### config.mk
export PLATFORM = sky130hd
export DESIGN_NAME = instr_fetch_unit
export DESIGN_NICKNAME = d
export VERILOG_FILES = /design/src/rtl/instr_fetch_unit.sv
export SDC_FILE = /design/constraint.sdc
export NUM_CORES = 1
export LEC_CHECK = 0
export BUFFER_PORTS_ARGS = -buffer_cell sky130_fd_sc_hd__buf_2
export CAP_MARGIN = 20
export CORE_AREA = 2 2 167 169
export CTS_CLUSTER_SIZE = 16
export DETAILED_ROUTE_END_ITERATION = 16
export DIE_AREA = 0 0 169 171
export SLEW_MARGIN = 20
export SYNTH_ARGS = -nofsm -noshare
export SYNTH_HDL_FRONTEND = slang
export SYNTH_SLANG_ARGS = --single-unit
### constraint.sdc
create_clock -name clk -period 18.87 [get_ports clk]
set_input_delay 0.9435 -clock clk [delete_from_list [all_inputs] [get_ports clk]]
set_output_delay 0.9435 -clock clk [all_outputs]
set_load 0.1 [all_outputs]
### src/rtl/instr_fetch_unit.sv
// instr_fetch_unit: hart fetch stage issuing word fetches to the interconnect and
// buffering returned instructions with their PCs in a prefetch FIFO toward decode.
module instr_fetch_unit #(
  parameter int              XLEN       = 32,
  parameter int              FIFO_DEPTH = 4,
  parameter logic [XLEN-1:0] RESET_PC   = '0,
  parameter int              PC_STEP    = 4
) (
  input  logic            clk,
  input  logic            rst_n,
  output logic            instr_valid,
  output logic [1:0]      instr_size,
  output logic [XLEN-1:0] instr_addr,
  input  logic            interc_ready,
  input  logic            instr_valid_to_hart,
  input  logic [XLEN-1:0] instr_out,
  input  logic            redirect_valid,
  input  logic [XLEN-1:0] redirect_pc,
  output logic            if_valid,
  output logic [XLEN-1:0] if_instr,
  output logic [XLEN-1:0] if_pc,
  input  logic            id_ready
);
  localparam int AW = $clog2(FIFO_DEPTH);
  typedef enum logic [1:0] {IDLE, REQ, WAIT} state_e;
  state_e          state_q, state_d;
  logic [XLEN-1:0] pc_q, pc_d;
  logic            discard_q, discard_d;
  logic [AW-1:0]   wptr_q, wptr_d, rptr_q, rptr_d;
  logic [AW:0]     cnt_q, cnt_d;
  logic [XLEN-1:0] mem_instr [FIFO_DEPTH];
  logic [XLEN-1:0] mem_pc    [FIFO_DEPTH];
  logic            accept, resp, push, pop;
  always_ff @(posedge clk or negedge rst_n) begin
    if (!rst_n) begin
      state_q   <= IDLE;
      pc_q      <= RESET_PC;
      discard_q <= 1'b0;
      wptr_q    <= '0;
      rptr_q    <= '0;
      cnt_q     <= '0;
    end else begin
      state_q   <= state_d;
      pc_q      <= pc_d;
      discard_q <= discard_d;
      wptr_q    <= wptr_d;
      rptr_q    <= rptr_d;
      cnt_q     <= cnt_d;
    end
  end
  always_ff @(posedge clk) begin
    if (push) begin
      mem_instr[wptr_q] <= instr_out;
      mem_pc[wptr_q]    <= pc_q;
    end
  end
  // the fetched word belongs to pc_q: pc only advances when its word is pushed
  always_comb begin
    accept    = state_q == REQ && interc_ready;
    resp      = state_q == WAIT && instr_valid_to_hart;
    push      = resp && !discard_q && !redirect_valid;
    pop       = if_valid && id_ready;
    cnt_d     = redirect_valid ? '0 : cnt_q + (AW+1)'(push) - (AW+1)'(pop);
    wptr_d    = redirect_valid ? '0 : wptr_q + AW'(push);
    rptr_d    = redirect_valid ? '0 : rptr_q + AW'(pop);
    pc_d      = redirect_valid ? redirect_pc : push ? pc_q + XLEN'(PC_STEP) : pc_q;
    discard_d = resp ? 1'b0 : (redirect_valid && (state_q == WAIT || accept)) ? 1'b1 : discard_q;
  end
  always_comb begin
    state_d = state_q;
    case (state_q)
      IDLE:    state_d = (redirect_valid || cnt_q < (AW+1)'(FIFO_DEPTH)) ? REQ : IDLE;
      REQ:     state_d = accept ? WAIT : REQ;
      WAIT:    state_d = !resp ? WAIT : cnt_d < (AW+1)'(FIFO_DEPTH) ? REQ : IDLE;
      default: state_d = IDLE;
    endcase
  end
  always_comb begin
    instr_valid = state_q == REQ;
    instr_size  = 2'd2;
    instr_addr  = pc_q;
    if_valid    = cnt_q != '0;
    if_instr    = if_valid ? mem_instr[rptr_q] : '0;
    if_pc       = if_valid ? mem_pc[rptr_q] : '0;
  end
endmodule

# After elaboration in Yosys (flattened, before gate mapping)
# Memories as Yosys holds them, arrays and structs flattened.
# Index checks and enable logic that the tools add are counted.
# word_totals
ff_bits,42
mem_bits_rw,256
in_bits,70
out_inout_bits,100
wordCells,47
mem_count,2
# mem_list
memory,depth,width,read_ports,rd_clocked_by_memory_dff,write_ports,line,source
mem_instr,4,32,1,0,1,31,logic [XLEN-1:0] mem_instr [FIFO_DEPTH];
mem_pc,4,32,1,0,1,32,logic [XLEN-1:0] mem_pc [FIFO_DEPTH];
# op_classes
n_addsub,5
magnitude_cmp,2
eq_ne,2
muxes,16
reduce_logical,14
# ops
cell,n
32-bit 2-to-1 mux,4
32-bit by 3-bit adder with 32-bit output (second input constant),1
2-bit 2-to-1 mux,4
1-bit logical AND,6
3-bit less-than comparator (second input constant),2
1-bit 2-to-1 mux,6
2-bit case mux with 3 select lines,1
2-bit by 1-bit adder with 2-bit output,2
2-bit nonzero test,2
3-bit by 1-bit adder with 3-bit output,1
3-bit 2-to-1 mux,1
3-bit nonzero test,1
3-bit by 1-bit subtractor with 3-bit output,1
2-bit by 1-bit == test with 1-bit output (second input constant),1
2-bit == test (second input constant),1
1-bit zero test,2
2-bit zero test,1
1-bit logical OR,2

# Logic depth before layout (Yosys ltp)
# Gate-level depths: netlist (run 1).
# logic_depth
word_depth,11
ltp_mapped,13
depth_no_buf,12

# Worst setup path after synthesis (run 1)
# Ideal clock, no wire load.
# synth_timing
path_type,input-to-reg
start,input instr_valid_to_hart
end,"memory mem_instr[0][0], enable pin"
setup_time_ns,0.565
t_arrival_ns,5.824
required_time_ns,18.305
setup_slack_ns,12.481
path_stages,5
n_path_buf,1
path_cell_list,nand4bb_1 -> buf_2 -> nor2_1 -> inv_1 -> nor3_1
# synth_between
elab_chain_len,5
# synth_lines
item,line,source
start: declaration,15,"input logic instr_valid_to_hart,"
1-bit logical AND,60,resp = state_q == WAIT && instr_valid_to_hart;
1-bit logical AND (2 in a row),61,push = resp && !discard_q && !redirect_valid;
1-bit 2-to-1 mux,52,if (push) begin
1-bit 2-to-1 mux (implied by the code),53,mem_instr[wptr_q] <= instr_out;
end: declaration,31,
# No other way between the ends.

# Worst setup path after layout (run 1)
# layout_timing
start,register rptr_q[0]
end,output if_instr[15]
# layout_between
elab_chain_len,2
# layout_lines
item,line,source
start: declaration,29,"logic [AW-1:0] wptr_q, wptr_d, rptr_q, rptr_d;"
start signal: assignment,47,rptr_q <= rptr_d;
memory 4 x 32 bit,n/a,
32-bit 2-to-1 mux,83,if_instr = if_valid ? mem_instr[rptr_q] : '0;
end: declaration,20,"output logic [XLEN-1:0] if_instr,"
# No other way between the ends.

==> results.toml, run 1 <==
[sta]
fin_crit_sh_pct = 21.8
skew_ps = 6.34
fmax_ghz = 0.243
totalNegativeSetupSlack_ps = 0
worst_pin_slew_ps = 1050
hold_viol_final = 0
timing.final.crit_period_ps = 4120
fin_ws_ps = 14750
rsz0062_at_grt = "false"
finalSetupViolCount = 0
max_slew_margin_pct = 29.8
slew_violations = 0

[routing]
drt-total-wl_um = 25600
firstDrtPassIters = 5
drc = 0
vias = 6648
vias_per_cell = 5.51
ant_nets = 0
drt_iter0_markers = 464
wl_per_cell_um = 21.2

[worst_setup_path]
r2r_cells = 12
worstPathArrival_ps = 3180
cp_max_fo = 41
cp.required_ps = 17930
start_kind = "flop"
cp_top_family = "buffers and inverters"
reg2reg_slack_ps = 15640
crit_type = "reg -> out"
critPathSlowestCell = "buf_4"
end_kind = "output pin"
max_stage_delay_ps = 780
reg2reg_to = "state_q[0]"
crit_path_end = "if_instr[15]"
cp.depth = 4
cp-startpoint = "rptr_q[0]"
crit_chain = "buf_4 > mux4_2 > and2_1 > buf_2"
path_buf_inv = 2
r2r_start = "state_q[0]"

[synthesis]
syn_nets = 743
synth_top_area_share_pct = 63.9
synth.largest_area_cell = "edfxtp_1"
synth_edf_count = 256
yosysSeqAreaShare_pct = 72.6
synthTopCellsByCount = "256 x edfxtp_1, 65 x and2_1, 64 x mux4_2"
yosys_most_used_dff = "edfxtp_1"
syn_area_per_cell_sq_um = 18.0
yosysMostFrequentCell = "edfxtp_1"
ys_warn_count = 0
async_flop_share_pct = 14.1
syn-cell-area_sq_um = 12000
synthTopCellsByArea = "edfxtp_1 64%, mux4_2 12%, dfrtp_1 8.7%, and2_1 3.4%, or4_1 1.1%"
yosysUniqueCellTypes = 52
syn_inst = 667
ys_ff_latch = 298

[clock_tree]
clkTransAtPathRegs_ps = 60
insertion_delay_ps = 550
cts_hold_buf = 0
cts.sinks = 298
clk_path_buf_depth = 3
cts.htree.levels = 1
cts_made_buffers = 31
cts-root-buf = "clkbuf_16"
cts_tree = "yes"
postCtsSetupBuffers = 0
cts_resized = 0

[place]
dpl_worst_slack_ps = 15130
place_inst = 1149
place.gp.congestion = 0.756
place_hpwl_um = 15000
port_buffers = 167

[status]
outcome = "finished clean"

[flow_run]
cap_violations = 0

[floorplanning]
core_sq_um = 27300
row_count = 61
io_pins = 170
die-height_um = 171
initial_core_util_pct = 44.0
die_area_sq_um = 28900
die_w_um = 169

[grt]
grt_max_degree = 66
antenna_found_initial = 1
grt_remaining_overflow = 0
grt_pass1_vias = 6961
grt_pass1_wl_um = 39300
track_usage_pct = 17.7

[power_and_ir_drop]
p_seq_share_pct = 32.5
leakage_nw = 4.97
ir_drop_mv = 0.137
p_comb_share_pct = 43.3
internal_power_mw = 1.30
p_sw_share_pct = 46.2
p_per_area_nw_per_um2 = 171
switchingPower_mw = 1.12
power.share.clock_pct = 24.2

[min_path]
hold_class = "in -> async"

[layout]
layout.nets = 912
stdcell_count = 1207
final_core_util_pct = 52.0
final_layout_size_suffix_gt1_share_pct = 33.9
antenna_cells = 0
area_growth_pct = 18.0
power groups by stage:
| stage | registers [mW] | logic (mW) | clock network, mW |
|---|---|---|---|
| CTS | 0.790 | 1.06 | 0.603 |
| global route | 0.795 | 1.09 | 0.629 |
| floorplan | 0.816 | 0.874 | 0 |
| global placement | 0.800 | 1.06 | 0 |
| detailed placement | 0.803 | 1.06 | 0 |
| finish | 0.787 | 1.05 | 0.587 |
cells in the final DEF, fill, tap and decap left out, types with 8 or more instances in the layout:
cell	count
a31oi_1	9
and2_1	65
buf_2	166
buf_4	8
clkbuf_1	10
clkbuf_16	31
dfrtp_1	40
edfxtp_1	256
inv_1	10
mux4_2	64
nand2_1	30
nand3_1	18
nor2_1	19
o21ai_0	13
o31ai_1	8
or4_1	18
xnor2_1	10
worst register-to-register path: cells and delay by family, from the launching register on:
kind | cells | cell delay (ps)
flip-flops | 1 | 460
adder cells (fa/ha/maj) | 3 | 790
buffers and inverters | 3 | 210
XOR/XNOR | 1 | 350
AND/OR/NAND/NOR | 4 | 1030
AO/OA/AOI/OAI | 1 | 280
metal layers:
| metal | routed length, um | track usage [%] |
|---|---|---|
| met3 | 1590 | 3.17 |
| met2 | 12500 | 30.1 |
| met1 | 11100 | 24.0 |
| met4 | 433 | 4.42 |
| met5 | 0 | 0 |
stage by stage:
stage	instance area [sq um]	power, mW	hold slack [ps]
6_report	14200	2.43	403
5_1_grt	14200	2.52	438
4_1_cts	14200	2.46	534
3_5_place_dp	13200	1.86	521
3_3_place_gp	13200	1.86	500
2_1_floorplan	12000	1.69	475
logic make-up (layout without fill, tap and decap cells):
logic type	after synthesis	in the layout	synth area share, %
AO/OA/AOI/OAI	49	49	2.68
XOR/XNOR	12	12	0.988
adder cells (fa/ha/maj)	6	6	0.686
buffers and inverters	48	242	1.85
flip-flops	298	298	72.6
multiplexers	68	68	12.3
other	2	2	0.0624
AND/OR/NAND/NOR	184	184	8.75
sequential cells by signal (all words and copies together) (netlist names):
signal      count
rptr_q          2
state_q         2
wptr_q          2
discard_q       1
mem_pc        128
cnt_q           3
instr_addr     32
mem_instr     128
how the worst min path moves through the flow:
stage	start	endpoint	slack (ps)	cells past startpoint
detailed placement	discard_q	discard_q	520	1
CTS	discard_q	discard_q	530	1
finish	rst_n	instr_addr[16]	400	1
global placement	discard_q	discard_q	500	1
global route	rst_n	instr_addr[16]	440	1
floorplan	discard_q	discard_q	480	1
final cells by class:
| type | count | area, sq um |
|---|---|---|
| inverters | 10 | 37.5 |
| multi-input cells | 321 | 3100 |
| well taps | 346 | 433 |
| flip-flops and latches | 298 | 8750 |
| clock buffers | 44 | 855 |
| repair buffers | 174 | 891 |
| fillers | 2283 | 13100 |
| clock inverters | 14 | 140 |
No activity file was read; power rests on OpenSTA's default activity.
==> inputs of run 2 (changes only) <==
- PLACE_DENSITY: unset -> 0.67
- clock period: 18.87 -> 3.7 ns (I/O delays scaled with it)
==> results.toml, run 2 (synthesis gave the netlist of run 1 again) <==
[sta]
finalSetupViolCount = 0
max_slew_margin_pct = 35.7
timing.final.crit_period_ps = 3210
hold-worst-slack_ps = 152
slew_violations = 0
fin_crit_sh_pct = 86.7
worst_pin_slew_ps = 963
rsz0062_at_grt = "false"
fmax_ghz = 0.312
skew_ps = 11.9
totalNegativeSetupSlack_ps = 0
fin_ws_ps = 492
hold_viol_final = 0

[place]
place_hpwl_um = 15100
dpl-instance-area_sq_um = 13300
port_buffers = 167
dpl_worst_slack_ps = 487
place.gp.congestion = 0.712

[worst_setup_path]
r2r_cells = 12
worstPathArrival_ps = 3640
crit_type = "reg -> reg"
end_kind = "flop"
start_kind = "flop"
cp_max_fo = 10
reg2reg_slack_ps = 490
r2r_start = "state_q[0]"
reg2reg_to = "state_q[0]"
cp.required_ps = 4130

[clock_tree]
cts.sinks = 298
cts_resized = 0
cts_made_buffers = 30
postCtsSetupBuffers = 0
cts_tree = "yes"
insertion_delay_ps = 550
clkTransAtPathRegs_ps = 60
cts-root-buf = "clkbuf_16"
cts_hold_buf = 68
clk_path_buf_depth = 3
cts.htree.levels = 1

[min_path]
hold_end = "rptr_q[0]"
hold_class = "in -> reg"
holdPathStages = 4
min_from = "id_ready"

[grt]
grt_pass1_wl_um = 39300
track_usage_pct = 17.8
grt_max_degree = 66
antenna_found_initial = 1
grt_pass1_vias = 6876
grt_remaining_overflow = 0

[layout]
layout_common_cells = "256 x edfxtp_1, 167 x buf_2, 68 x dlygate4sd3_1"
antenna_cells = 0
final_layout_size_suffix_gt1_share_pct = 33.1
stdcell_area_sq_um = 15000
final_common_cell = "edfxtp_1"
final_core_util_pct = 55.0
area_growth_pct = 25.0
layout.nets = 988

[routing]
vias_per_cell = 5.40
ant_nets = 0
vias = 6921
drc = 0
firstDrtPassIters = 4
drt_iter0_markers = 495
wl_per_cell_um = 20.1
drt-total-wl_um = 25800

[floorplanning]
die_w_um = 169
row_count = 61
die_area_sq_um = 28900
core_sq_um = 27300
die-height_um = 171
initial_core_util_pct = 44.0
io_pins = 170

[power_and_ir_drop]
ir_drop_mv = 0.612
p_per_area_nw_per_um2 = 839
leakage_nw = 5.34

[flow_run]
cap_violations = 0

[status]
outcome = "finished clean"
==> run 2: cell count changes in the layout (fill, tap and decap cells not counted), moves of 4 or more <==
cell,previous run,this run
clkbuf_1,10,6
clkbuf_8,3,7
dlygate4sd3_1,0,68
clkinv_1,7,0
buf_4,8,14
==> run 2: final cells by class <==
cell class / count / area, sq um
clock buffers: 46 / 945
clock inverters: 10 / 110
inverters: 10 / 37.5
multi-input cells: 321 / 3100
fillers: 2131 / 12300
well taps: 346 / 433
repair buffers: 251 / 1660
flip-flops and latches: 298 / 8750
==> run 2: worst max path at each step <==
stage | from | endpoint | slack [ps] | cells after the start
6_report | state_q[0] | state_q[0] | 490 | 12
5_1_grt | state_q[0] | state_q[0] | 130 | 12
4_1_cts | state_q[0] | state_q[0] | 470 | 12
3_5_place_dp | state_q[0] | state_q[0] | 490 | 12
3_3_place_gp | state_q[0] | state_q[0] | 600 | 12
2_1_floorplan | state_q[0] | mem_instr[2][0] | 570 | 5
==> run 2: layer usage <==
layer | up-vias | global-route usage [%] | part of all wire (%)
met5 | - | 0 | 0
met2 | 232 | 30.6 | 49
met4 | 0 | 3.68 | 1.4
met1 | 3522 | 23.7 | 43
met3 | 33 | 3.52 | 6.7
li1 | 3134 | - | -
==> run 2: per-stage QoR <==
step | total power, mW | std cells
after detailed placement | 9.52 | 1158
after floorplan | 8.62 | 667
after global placement | 9.51 | 1158
after CTS | 12.7 | 1282
after global routing | 13.1 | 1282
final | 12.6 | 1282
==> run 2: power breakdown <==
part | switching [mW] | total (mW) | leakage [nW] | internal, mW
Combinational | 4.31 | 5.47 | 2.02 | 1.16
Sequential | 0.234 | 4.00 | 2.80 | 3.76
Clock | 1.24 | 3.14 | 0.521 | 1.90
Total | 5.79 | 12.6 | 5.34 | 6.82
==> run 2: worst max-delay path, stage by stage (launching register included) <==
cell	delay [ps]
dfrtp_1	440
nand4bb_1	420
nor2_1	380
inv_1	140
ha_1	290
inv_1	50
ha_1	120
inv_1	50
fa_1	380
xnor3_1	340
nor2_1	140
nor2_1	60
o31a_1	270
==> inputs of run 3 (changes only) <==
- PLACE_DENSITY: 0.67 -> unset
- clock period: 3.7 -> 3.2 ns (I/O delays scaled with it)
==> results.toml, run 3 (synthesis gave the netlist of run 1 again) <==
[worst_setup_path]
cp-startpoint = "cnt_q[1]"
reg2reg_to = "state_q[0]"
start_kind = "flop"
worstPathArrival_ps = 3270
end_kind = "flop"
reg2reg_slack_ps = 310
cp.required_ps = 3580
r2r_cells = 11
r2r_start = "cnt_q[1]"
path_buf_inv = 2
critPathSlowestCell = "or3_2"
cp_max_fo = 3
crit_chain = "or3_2 > and2_1 > ha_1 > inv_1 > ha_1 > inv_1 > fa_1 > xnor3_1 > nor2_1 > nor2_1 > o31a_1"
max_stage_delay_ps = 470
cp_top_family = "simple AND/OR/NAND/NOR gates"
crit_type = "reg -> reg"

[sta]
max_slew_margin_pct = 36.0
slew_violations = 0
fmax_ghz = 0.346
hold-worst-slack_ps = 148
timing.final.crit_period_ps = 2890
totalNegativeSetupSlack_ps = 0
rsz0062_at_grt = "false"
hold_viol_final = 0
fin_crit_sh_pct = 90.4
worst_pin_slew_ps = 959
finalSetupViolCount = 0
skew_ps = 18.6

[grt]
grt_pass1_wl_um = 41900
antenna_found_initial = 1
grt_remaining_overflow = 0
grt_pass1_vias = 7346
grt_max_degree = 66
track_usage_pct = 19.2

[floorplanning]
die-height_um = 171
die_area_sq_um = 28900
core_sq_um = 27300
row_count = 61
initial_core_util_pct = 44.0
die_w_um = 169
io_pins = 170

[routing]
wl_per_cell_um = 21.1
vias_per_cell = 5.38
drt_iter0_markers = 475
ant_nets = 0
drt-total-wl_um = 27200
firstDrtPassIters = 4
drc = 0
vias = 6932

[status]
outcome = "finished clean"

[flow_run]
cap_violations = 0

[min_path]
hold_end = "rptr_q[0]"
holdPathStages = 4
min_from = "id_ready"
hold_class = "in -> reg"

[clock_tree]
cts.sinks = 298
clkTransAtPathRegs_ps = 60
clk_path_buf_depth = 3
insertion_delay_ps = 510
cts.htree.levels = 2
postCtsSetupBuffers = 0
cts-root-buf = "clkbuf_16"
cts_tree = "yes"
cts_made_buffers = 34

[power_and_ir_drop]
switchingPower_mw = 6.80
power.share.clock_pct = 26.7
ir_drop_mv = 0.755
p_sw_share_pct = 45.3
p_comb_share_pct = 42.6
design_power_total_mw = 15.0
internal_power_mw = 8.22
p_seq_share_pct = 30.7
p_per_area_nw_per_um2 = 988
leakage_nw = 5.41

[layout]
final_layout_size_suffix_gt1_share_pct = 33.2
layout_common_cells = "256 x edfxtp_1, 166 x buf_2, 68 x dlygate4sd3_1"
regArea_sq_um = 8750
multi_input_area_sq_um = 3100
antenna_cells = 0
stdcell_area_sq_um = 15200
layout.nets = 994
final_common_cell = "edfxtp_1"
n_fill_cell = 2155
area_growth_pct = 26.4

[place]
dpl-instance-area_sq_um = 13300
place_hpwl_um = 16300
place.gp.congestion = 0.790
port_buffers = 167
-- run 3: how the worst max path moves through the flow --
stage,endpoint,cells after the start,slack [ps]
6_report,state_q[0],11,310
5_1_grt,state_q[0],11,150
4_1_cts,state_q[0],11,310
3_5_place_dp,state_q[0],11,330
3_3_place_gp,state_q[0],11,380
2_1_floorplan,mem_instr[2][0],5,70
-- run 3: final cells by class --
class	instances	share of cell area, %
Sequential cell	298	57.5
Multi-Input combinational cell	321	20.4
Timing Repair Buffer	253	11.2
Clock buffer	45	6.55
Tap cell	346	2.85
Clock inverter	16	1.22
Inverter	10	0.247
-- run 3: what timing repair did --
item                       4_1_cts  5_1_grt
hold endpoints to repair       204        0
setup endpoints to repair        0        0
resized for setup                0        0
hold buffers                    68        0
-- run 3: through the flow --
stage                     instances  util [%]  worst slack (ps)
after CTS                      1289      55.6               312
after floorplan                 667         -              70.9
after detailed placement       1160      48.8               333
final                          1289      55.6               307
after global routing           1289      55.6               152
after global placement         1160      48.8               381
-- run 3: power by group through the flow --
| stage | logic, mW | registers [mW] | clock network (mW) |
|---|---|---|---|
| after global placement | 6.35 | 4.68 | 0 |
| final | 6.40 | 4.61 | 4.01 |
| after floorplan | 5.15 | 4.81 | 0 |
| after CTS | 6.46 | 4.62 | 4.10 |
| after global routing | 6.66 | 4.65 | 4.24 |
| after detailed placement | 6.38 | 4.70 | 0 |
-- run 3: per-layer routing --
layer	up-vias	share of wire (%)	wire length, um	track usage [%]
met1	3542	43	11700	25.4
met5	-	0	0	0
met3	39	5.8	1570	4.14
li1	3134	-	-	-
met2	217	49	13400	32.4
met4	0	1.9	518	5.17
-- run 3: worst reg2reg max path, stage by stage (launching register included) --
cell and delay, ps:
dfrtp_1 420, or3_2 470, and2_1 190, ha_1 280, inv_1 50, ha_1 130
inv_1 50, fa_1 390, xnor3_1 340, nor2_1 130, nor2_1 50, o31a_1 270
